$ cat src/rtl/regfile_write_arbiter.sv
// Two-requester arbiter driving a registered register-file write port.
// Define REGARB_SCOREBOARD_EN to build the per-register pending-write scoreboard on busy.
module regfile_write_arbiter #(
  parameter int unsigned RR_EN = 1
) (
  input  logic        clock,
  input  logic        ctrl_reset,
  input  logic        req_valid_a,
  input  logic [4:0]  req_reg_a,
  input  logic [31:0] req_data_a,
  input  logic        req_valid_b,
  input  logic [4:0]  req_reg_b,
  input  logic [31:0] req_data_b,
  output logic        req_ready_a,
  output logic        req_ready_b,
  input  logic        hold,
  output logic        ctrl_writeEnable,
  output logic [4:0]  ctrl_writeReg,
  output logic [31:0] data_writeReg,
  input  logic        issue_valid,
  input  logic [4:0]  issue_reg,
  output logic [31:0] busy
);

  localparam bit RrOn = (RR_EN != 0);

  logic        w_allow;
  logic        w_pref_b;
  logic        w_grant_a;
  logic        w_grant_b;
  logic        w_accept;
  logic [4:0]  w_reg;
  logic [31:0] w_data;

  // r_last_a is 1 when A holds the most recent grant; reset leaves B as last winner.
  logic        r_last_a;
  logic        r_we;
  logic [4:0]  r_wreg;
  logic [31:0] r_wdata;

  always_comb begin
    w_allow   = !ctrl_reset && !hold;
    w_pref_b  = RrOn && r_last_a;
    w_grant_a = w_allow && req_valid_a && !(req_valid_b && w_pref_b);
    w_grant_b = w_allow && req_valid_b && !(req_valid_a && !w_pref_b);
    w_accept  = w_grant_a || w_grant_b;
    w_reg     = w_grant_a ? req_reg_a : req_reg_b;
    w_data    = w_grant_a ? req_data_a : req_data_b;
  end

  assign req_ready_a = w_grant_a;
  assign req_ready_b = w_grant_b;

  always_ff @(posedge clock) begin
    if (ctrl_reset) begin
      r_we     <= 1'b0;
      r_wreg   <= 5'd0;
      r_wdata  <= 32'd0;
      r_last_a <= 1'b0;
    end else begin
      // Writes to x0 are consumed but never reach the register file.
      r_we <= w_accept && (w_reg != 5'd0);
      if (w_accept) begin
        r_wreg   <= w_reg;
        r_wdata  <= w_data;
        r_last_a <= w_grant_a;
      end
    end
  end

  assign ctrl_writeEnable = r_we;
  assign ctrl_writeReg    = r_wreg;
  assign data_writeReg    = r_wdata;

`ifdef REGARB_SCOREBOARD_EN
  logic [31:0] r_busy;
  logic [31:0] w_busy_set;
  logic [31:0] w_busy_clr;
  logic [31:0] w_busy_d;

  // A new issue wins over a retiring write to the same register.
  always_comb begin
    w_busy_set  = issue_valid ? (32'd1 << issue_reg) : 32'd0;
    w_busy_clr  = r_we ? (32'd1 << r_wreg) : 32'd0;
    w_busy_d    = (r_busy & ~w_busy_clr) | w_busy_set;
    w_busy_d[0] = 1'b0;
  end

  always_ff @(posedge clock) begin
    if (ctrl_reset) begin
      r_busy <= 32'd0;
    end else begin
      r_busy <= w_busy_d;
    end
  end

  assign busy = r_busy;
`else
  logic w_unused_issue;
  assign w_unused_issue = ^{issue_valid, issue_reg};
  assign busy = 32'd0;
`endif

endmodule

$ cat config.mk
export PLATFORM = sky130hd
export DESIGN_NAME = regfile_write_arbiter
export DESIGN_NICKNAME = d
export VERILOG_FILES = /design/src/rtl/regfile_write_arbiter.sv
export SDC_FILE = /design/constraint.sdc
export NUM_CORES = 1
export LEC_CHECK = 0
export ABC_AREA = 1
export ABC_CLOCK_PERIOD_IN_PS = 1550
export CORE_ASPECT_RATIO = 1.5
export CORE_UTILIZATION = 36
export DETAILED_ROUTE_END_ITERATION = 10
export PLACE_DENSITY = 0.77
export SETUP_SLACK_MARGIN = 0.05
export SYNTH_ARGS = -nofsm -noshare
export SYNTH_HDL_FRONTEND = slang
export SYNTH_SLANG_ARGS = --single-unit
$ cat constraint.sdc
create_clock -name clock -period 1.55 [get_ports clock]
set_input_delay 0.3875 -clock clock [delete_from_list [all_inputs] [get_ports clock]]
set_output_delay 0.3875 -clock clock [all_outputs]
set_load 0.02 [all_outputs]
# == Word-level counts from Yosys, hierarchy flattened ==
# Cells that the tools add are included.
# totals
register_bits,39
elab_cells,21
# op_classes
mux,2
n_reduce_logical,15
# op_table
operator,count
2-to-1 mux 32 bit,1
logical AND 1 bit,8
logical NOT 1 bit,5
2-to-1 mux 5 bit,1
nonzero test 5 bit,1
logical OR 1 bit,1

# == Depth between registers and ports, before layout ==
# Gate-level depths: netlist of the first run.
# depth
ltp_word,7
ltp_mapped,9
mapped_depth_nobuf,7

# == Worst setup path before layout of the first run ==
# No wires, ideal clock.
# synth_timing
path_kind,input to output
startpoint,in ctrl_reset
endpoint,out req_ready_b
t_arrival_ns,1.138
t_required_ns,1.162
slack_ns,0.025
stages,4
path_cell_list,buf_4 nor2_8 nand2_1 a21oi_1
# synth_via
elab_chain_len,4
# synth_lines
element,line_no,text
start: declaration,7,"input logic ctrl_reset,"
logical NOT 1 bit,42,w_allow = !ctrl_reset && !hold;
logical AND 1 bit,42,
logical AND 1 bit (2 in series),45,w_grant_b = w_allow && req_valid_b && !(req_valid_a && !w_pref_b);
end: declaration,15,"output logic req_ready_b,"
# No other way between the ends.

# == Worst setup path after layout of the first run ==
# layout_timing
startpoint,reg r_last_a
endpoint,out req_ready_a
# layout_via
elab_chain_len,3
# layout_lines
element,line_no,text
start: declaration,36,logic r_last_a;
start signal: assignment,66,r_last_a <= w_grant_a;
logical AND 1 bit,44,w_grant_a = w_allow && req_valid_a && !(req_valid_b && w_pref_b);
logical NOT 1 bit,44,
logical AND 1 bit,44,
end: declaration,14,"output logic req_ready_a,"
# No other way between the ends.

==> results of run 1 <==
-- worst max path at each step --
stage	end	depth (start not counted)
3_3_place_gp	req_ready_b	5
4_1_cts	req_ready_a	5
2_1_floorplan	req_ready_a	5
3_5_place_dp	req_ready_b	5
6_report	req_ready_a	4
5_1_grt	req_ready_a	4
-- worst max-delay path: stages, from the launching register on --
cell and delay (ns):
dfxtp_1 0.37, nand2_2 0.09, nand3_4 0.11, inv_2 0.04
buf_4 0.15
-- what timing repair did --
item,CTS,global route
pin swaps,1,0
endpoints found under the setup margin,79,5
gates resized for setup,61,3
-- flip-flops by register name (all words and copies together), names as in the netlist --
register and count:
r_last_a 1, data_writeReg 32, ctrl_writeEnable 1, ctrl_writeReg 5
-- layout by cell type (no fill, tap or decap), types with 2 or more instances in the layout --
cell type and count:
nand4_1 3, o21ai_1 26, nand3_1 2, clkbuf_8 5, dlygate4sd2_1 39, conb_1 32, buf_12 2, dfxtp_1 39
o21ai_2 2, a21oi_1 34, buf_4 8, buf_2 2, nor2_1 2, o21ai_0 11, clkdlybuf4s50_1 74, inv_1 81
nand2_1 114, nand2_2 2
-- metal layers --
metal / vias to the layer above / share of wire / track usage / wire (um)
met4: 0 / 0.018 / 0.07692 / 106
met5: - / 0 / 0 / 0
met3: 7 / 0.051 / 0.02500 / 301
met2: 82 / 0.57 / 0.3572 / 3360
li1: 1267 / - / - / -
met1: 1031 / 0.36 / 0.1579 / 2128
-- through the flow --
| stage | setup slack (ns) | utilization | hold slack, ns | total power [W] | cell area [um2] |
|---|---|---|---|---|---|
| finish | 0.1175 | 0.5714 | 0.4648 | 0.002631 | 3528 |
| global route | 0.05458 | 0.5714 | 0.4768 | 0.002789 | 3528 |
| CTS | 0.05217 | 0.5714 | 0.4960 | 0.002671 | 3528 |
| detailed placement | -0.7759 | 0.5639 | 0.4749 | 0.001909 | 3482 |
| global placement | -0.7656 | 0.5639 | 0.4761 | 0.001892 | 3482 |
| floorplan | 0.1294 | - | 0.4565 | 0.001572 | 2444 |
-- power by group through the flow --
stage	sequential [W]	combinational, W	clock, W
floorplan	0.00120	0.000371	0
global placement	0.00112	0.000772	0
detailed placement	0.00112	0.000785	0
CTS	0.00110	0.000740	0.000833
global route	0.00111	0.000805	0.000877
finish	0.00110	0.000733	0.000799
-- cell families (layout without fill, tap and decap cells) --
| group | count (synthesis) | after routing |
|---|---|---|
| simple gates | 125 | 125 |
| other cells | 1 | 32 |
| flops | 39 | 39 |
| compound gates | 75 | 75 |
| buf+inv | 132 | 216 |
-- cell type report --
cell class / instances / area (um2) / area share
well taps: 74 / 92.59 / 0.02624
clock buffers: 6 / 72.57 / 0.02057
inverters: 82 / 307.8 / 0.08723
repair buffers: 127 / 1212 / 0.3436
multi-input cells: 232 / 1032 / 0.2926
clock inverters: 1 / 30.03 / 0.008511
flip-flops and latches: 39 / 780.7 / 0.2213
==> results.cfg, run 1 <==
[run_status]
run_status = finished clean

[drt]
detail-route-antenna-nets = 0
detail_route.drc_violations = 0
detail_route.first_pass.iterations = 4
routed_wl_um = 5897
detail_route.iter0.violations = 80
detail_route.wl_per_cell_um = 10.51
post_drt_via_cell_ratio = 4.255
num_vias = 2387

[place]
gp_congestion = 0.8005
post-dp-hpwl_um = 4573
numPlacedInstances = 554
total_of_buffers_placed_on_input_and_output_ports = 118

[logic_synthesis]
main_combinational_cell_family_by_area_after_synthesis = buffers and inverters
yosys.area_share.xor_xnor = 0
synth_compound_area_frac = 0.1664
synth_ff_type = dfxtp_1
synth_top_cell_by_area = dfxtp_1
synthesized_area_divided_by_synthesized_cell_count_um2 = 6.246
synth.area.top_cells = dfxtp_1, nand2_1, inv_1
yosys_warnings = 0
synthArstFlopShare = 0
post_synth_mux_area_share = 0
synth_seq_cells = 39
synth.lib_cells_used.distinct = 18
syn_area_mm2 = 0.002323
synthesis.instances = 372
netlist_top_cells_count = nand2_1, inv_1, dfxtp_1, buf_4, a21oi_1
post_synth_fa_ha_maj_area_fraction = 0
seq_area_frac_synth = 0.3360
synth.top_cell.area_share = 0.3360
number_of_flops_mapped_to_enable_cells_by_yosys = 0
post_synth_and_or_nand_nor_area_fraction = 0.2192
synth.most_common_cell = nand2_1

[layout]
antennaDiodeCount = 0
drive_gt1_frac = 0.05955
final_net_count = 572
synthToLayoutAreaGrowth_pct = 51.86
final_cell_count_no_fill = 561
fill_cells = 625

[cts]
post-cts-setup-buffers = 0
cts-buffers-inserted = 5
cts_root_buffer = clkbuf_8
clk_latency_ns = 0.28
clk_path_buf_depth = 2
clock_pin_slew_worst_setup_and_hold_paths_ns = 0.07
cts_hold_repair.buffers = 0
tritoncts = yes
htree_levels = 2
clock-sinks = 39

[timing]
final_min_period_over_clock_period = 0.9242
finalHoldViolCount = 0
slew_violations = 0
maxClockFrequency_ghz = 0.6981
final.setup_skew_ns = 0.005852
rsz0062_at_grt = no
finalSetupViolCount = 0
fin_setup_tns_ns = 0
crit_path_time_final_ns = 1.433

[grt]
grt_max_degree = 41
grt_pass1_vias = 2173
grt_pass1_wl_um = 9066
track_usage = 0.1754
grt_overflow = 0
grt_antenna_before_repair = 0

[pwr]
intPower_w = 0.001879
power.share.combinational = 0.279
highest_ir_drop_seen_on_vdd_mv = 0.4607
share_clk_of_total_power = 0.304
power-per-cell-area_mw_per_mm2 = 745.6
switchingPower_w = 0.0007517
seq_pwr_share = 0.417
sw_frac_of_total = 0.2857
p_leak_nw = 2.012

[hold_path]
worstHoldStart = req_valid_b
min_delay_path_depth = 4
worst_hold_path_class = input pin to register
min_delay_worst_endpoint = r_last_a

[floorplanning]
design.die.area_mm2 = 0.006786
num_rows = 35
core_area_mm2 = 0.006175
initial_core_util = 0.3763
top_level_port_count = 157
die_boundary_width_um = 67.60
die_h_um = 100.4

[setup_path]
critical_path_required_ns = 1.16
critical_path.reg2reg.endpoint = ctrl_writeEnable
first_element_of_the_critical_path = r_last_a
criticalPathCategory = register to output pin
worstPathArrival_ns = 1.04
critical_path_launch_point_type = register
rrSetupSlack_ns = 0.21
critPathMaxFanout = 3
timing.reg2reg.worst_path_depth = 8
critical_path.endpoint_type = output pin
r2r-start = r_last_a

[flow_run]
max_cap_violations = 0
(Power assumes the default switching activity.)
==> run 2, diff against run 1 <==
--- a/config.mk
+++ b/config.mk
@@ -8,9 +8,11 @@
 export ABC_AREA = 1
 export ABC_CLOCK_PERIOD_IN_PS = 1550
 export CORE_ASPECT_RATIO = 1.5
-export CORE_UTILIZATION = 36
+export CORE_UTILIZATION = 63
 export DETAILED_ROUTE_END_ITERATION = 10
-export PLACE_DENSITY = 0.77
+export DONT_BUFFER_PORTS = 1
+export GPL_TIMING_DRIVEN = 0
+export PLACE_DENSITY = 0.75
 export SETUP_SLACK_MARGIN = 0.05
 export SYNTH_ARGS = -nofsm -noshare
 export SYNTH_HDL_FRONTEND = slang
==> run 2 against run 1 <==
Power decreased by 12%. Clock power decreased by 15%. Combinational power decreased by 41%. Via count decreased by 12%. Critical path depth unchanged. Flip-flop and latch count unchanged. Maximum frequency decreased by 0.34%. First-iteration DRC count decreased by 48%. Non-clock buffer count decreased by 76. Sequential power increased by 8%. Critical path type unchanged. Cell area decreased by 26%.
==> results.cfg, run 2 (synthesis gave the netlist of run 1 again) <==
[cts]
htree_levels = 2
cts_root_buffer = clkbuf_8
cts-buffers-inserted = 5
clock-sinks = 39
cts_hold_repair.buffers = 0
clk_latency_ns = 0.28
clock_pin_slew_worst_setup_and_hold_paths_ns = 0.07
clk_path_buf_depth = 2
tritoncts = yes

[place]
gp_congestion = 0.7665
post-dp-hpwl_um = 3820
post_dp_cell_area_mm2 = 0.002496
total_of_buffers_placed_on_input_and_output_ports = 0

[timing]
final_min_period_over_clock_period = 0.9273
final.setup_skew_ns = 0.004351
finalHoldViolCount = 0
rsz0062_at_grt = no
slew_violations = 0
maxClockFrequency_ghz = 0.6957
crit_path_time_final_ns = 1.437
fin_setup_tns_ns = 0
finalSetupViolCount = 0

[pwr]
highest_ir_drop_seen_on_vdd_mv = 0.6678
power.share.combinational = 0.188
seq_pwr_share = 0.517
switchingPower_w = 0.0007217
power-per-cell-area_mw_per_mm2 = 880.8
sw_frac_of_total = 0.3127
design_power_total_w = 0.002308
p_leak_nw = 1.588
intPower_w = 0.001586
share_clk_of_total_power = 0.295

[layout]
final-seq-area_um2 = 782.0
multiInputGateArea_mm2 = 0.001035
synthToLayoutAreaGrowth_pct = 12.76
design_area_mm2 = 0.002620
final_net_count = 496
layout_commonest_cell = nand2_1
max_reg_flops = 32
fill_cells = 301
final_core_utilization = 0.7598
drive_gt1_frac = 0.1484
layout_common_cells = nand2_1, inv_1, dfxtp_1
antennaDiodeCount = 0

[floorplanning]
num_rows = 26
design.die.area_mm2 = 0.003940
top_level_port_count = 157
core_area_mm2 = 0.003448
initial_core_util = 0.6738
die_h_um = 76.38
die_boundary_width_um = 51.59

[drt]
detail_route.first_pass.iterations = 5
post_drt_via_cell_ratio = 4.656
met1Wirelength_um = 1765
num_vias = 2109
detail-route-antenna-nets = 0
detail_route.wl_per_cell_um = 10.91
routed-wl-met3_um = 474
topRoutingLayerUsed = met4
detail_route.iter0.violations = 42
detail_route.drc_violations = 0
routed_wl_um = 4942
detailroute.wirelength.met2_um = 2634

[grt]
grt_pass1_wl_um = 7893
grt_overflow = 0
track_usage = 0.2583
grt_pass1_vias = 1875
grt_max_degree = 12
grt_antenna_before_repair = 0

[hold_path]
worst_hold_path_class = input pin to register

[setup_path]
critPathMaxFanout = 10
worstPathArrival_ns = 1.05
critical_path.endpoint_type = output pin
critical_path_required_ns = 1.16
critical_path_launch_point_type = register
criticalPathCategory = register to output pin

[flow_run]
max_cap_violations = 0

[run_status]
run_status = finished clean
run 2: cell types whose count changed in the layout (fill, tap and decap cells not counted), sizes merged:
cell           before  now
clkdlybuf4s50      74    0
dlygate4sd2        39    0
buf                13   46
clkbuf              7   11
bufinv              1    0
clkinv              0    1
run 2: timing repair:
action	CTS	global route
resized for setup	5	6
pin swaps	0	0
setup endpoints to repair	1	6
buffers inserted	1	0
run 2: final timing paths:
kind	from	to	slack, ns	depth (start not counted)
setup reg to reg	r_last_a	data_writeReg[28]	0.21	9
hold / removal	req_data_a[15]	data_writeReg[15]	0.30	4
setup / recovery	r_last_a	req_ready_a	0.11	4
hold reg to reg	r_last_a	r_last_a	0.51	2
run 2: worst max-delay path: stages, from the launching register on:
cell and delay, ns:
dfxtp_2 0.34, nand2_4 0.08, nand3_4 0.12, inv_6 0.08, buf_8 0.14
run 2: final cells by class:
cell class                      instances  share of cell area
Multi-Input combinational cell        232              0.3949
Sequential cell                        39              0.2985
Buffer                                 50              0.1309
Inverter                               82              0.1194
Clock buffer                            6             0.03152
Tap cell                               42             0.02006
Timing Repair Buffer                    1            0.002865
Clock inverter                          1            0.001910
run 2: routing by layer:
layer,up-vias,GRT usage
li1,1115,-
met1,893,0.2645
met2,92,0.4688
met3,9,0.08782
met4,0,0.08378
met5,-,0
run 2: stage by stage:
step | hold slack [ns] | setup slack (ns) | std cells
after floorplan | 0.4565 | 0.1294 | 403
after CTS | 0.2951 | 0.06914 | 453
final | 0.2969 | 0.1126 | 453
after global placement | 0.4677 | -0.01439 | 445
after detailed placement | 0.4830 | -0.01359 | 445
after global routing | 0.3029 | 0.07109 | 453
run 2: power groups by stage:
stage	logic [W]	clock network, W	registers (W)
after CTS	0.000430	0.000694	0.00119
after detailed placement	0.000423	0	0.00122
after global placement	0.000415	0	0.00122
final	0.000434	0.000680	0.00119
after floorplan	0.000371	0	0.00120
after global routing	0.000494	0.000734	0.00120
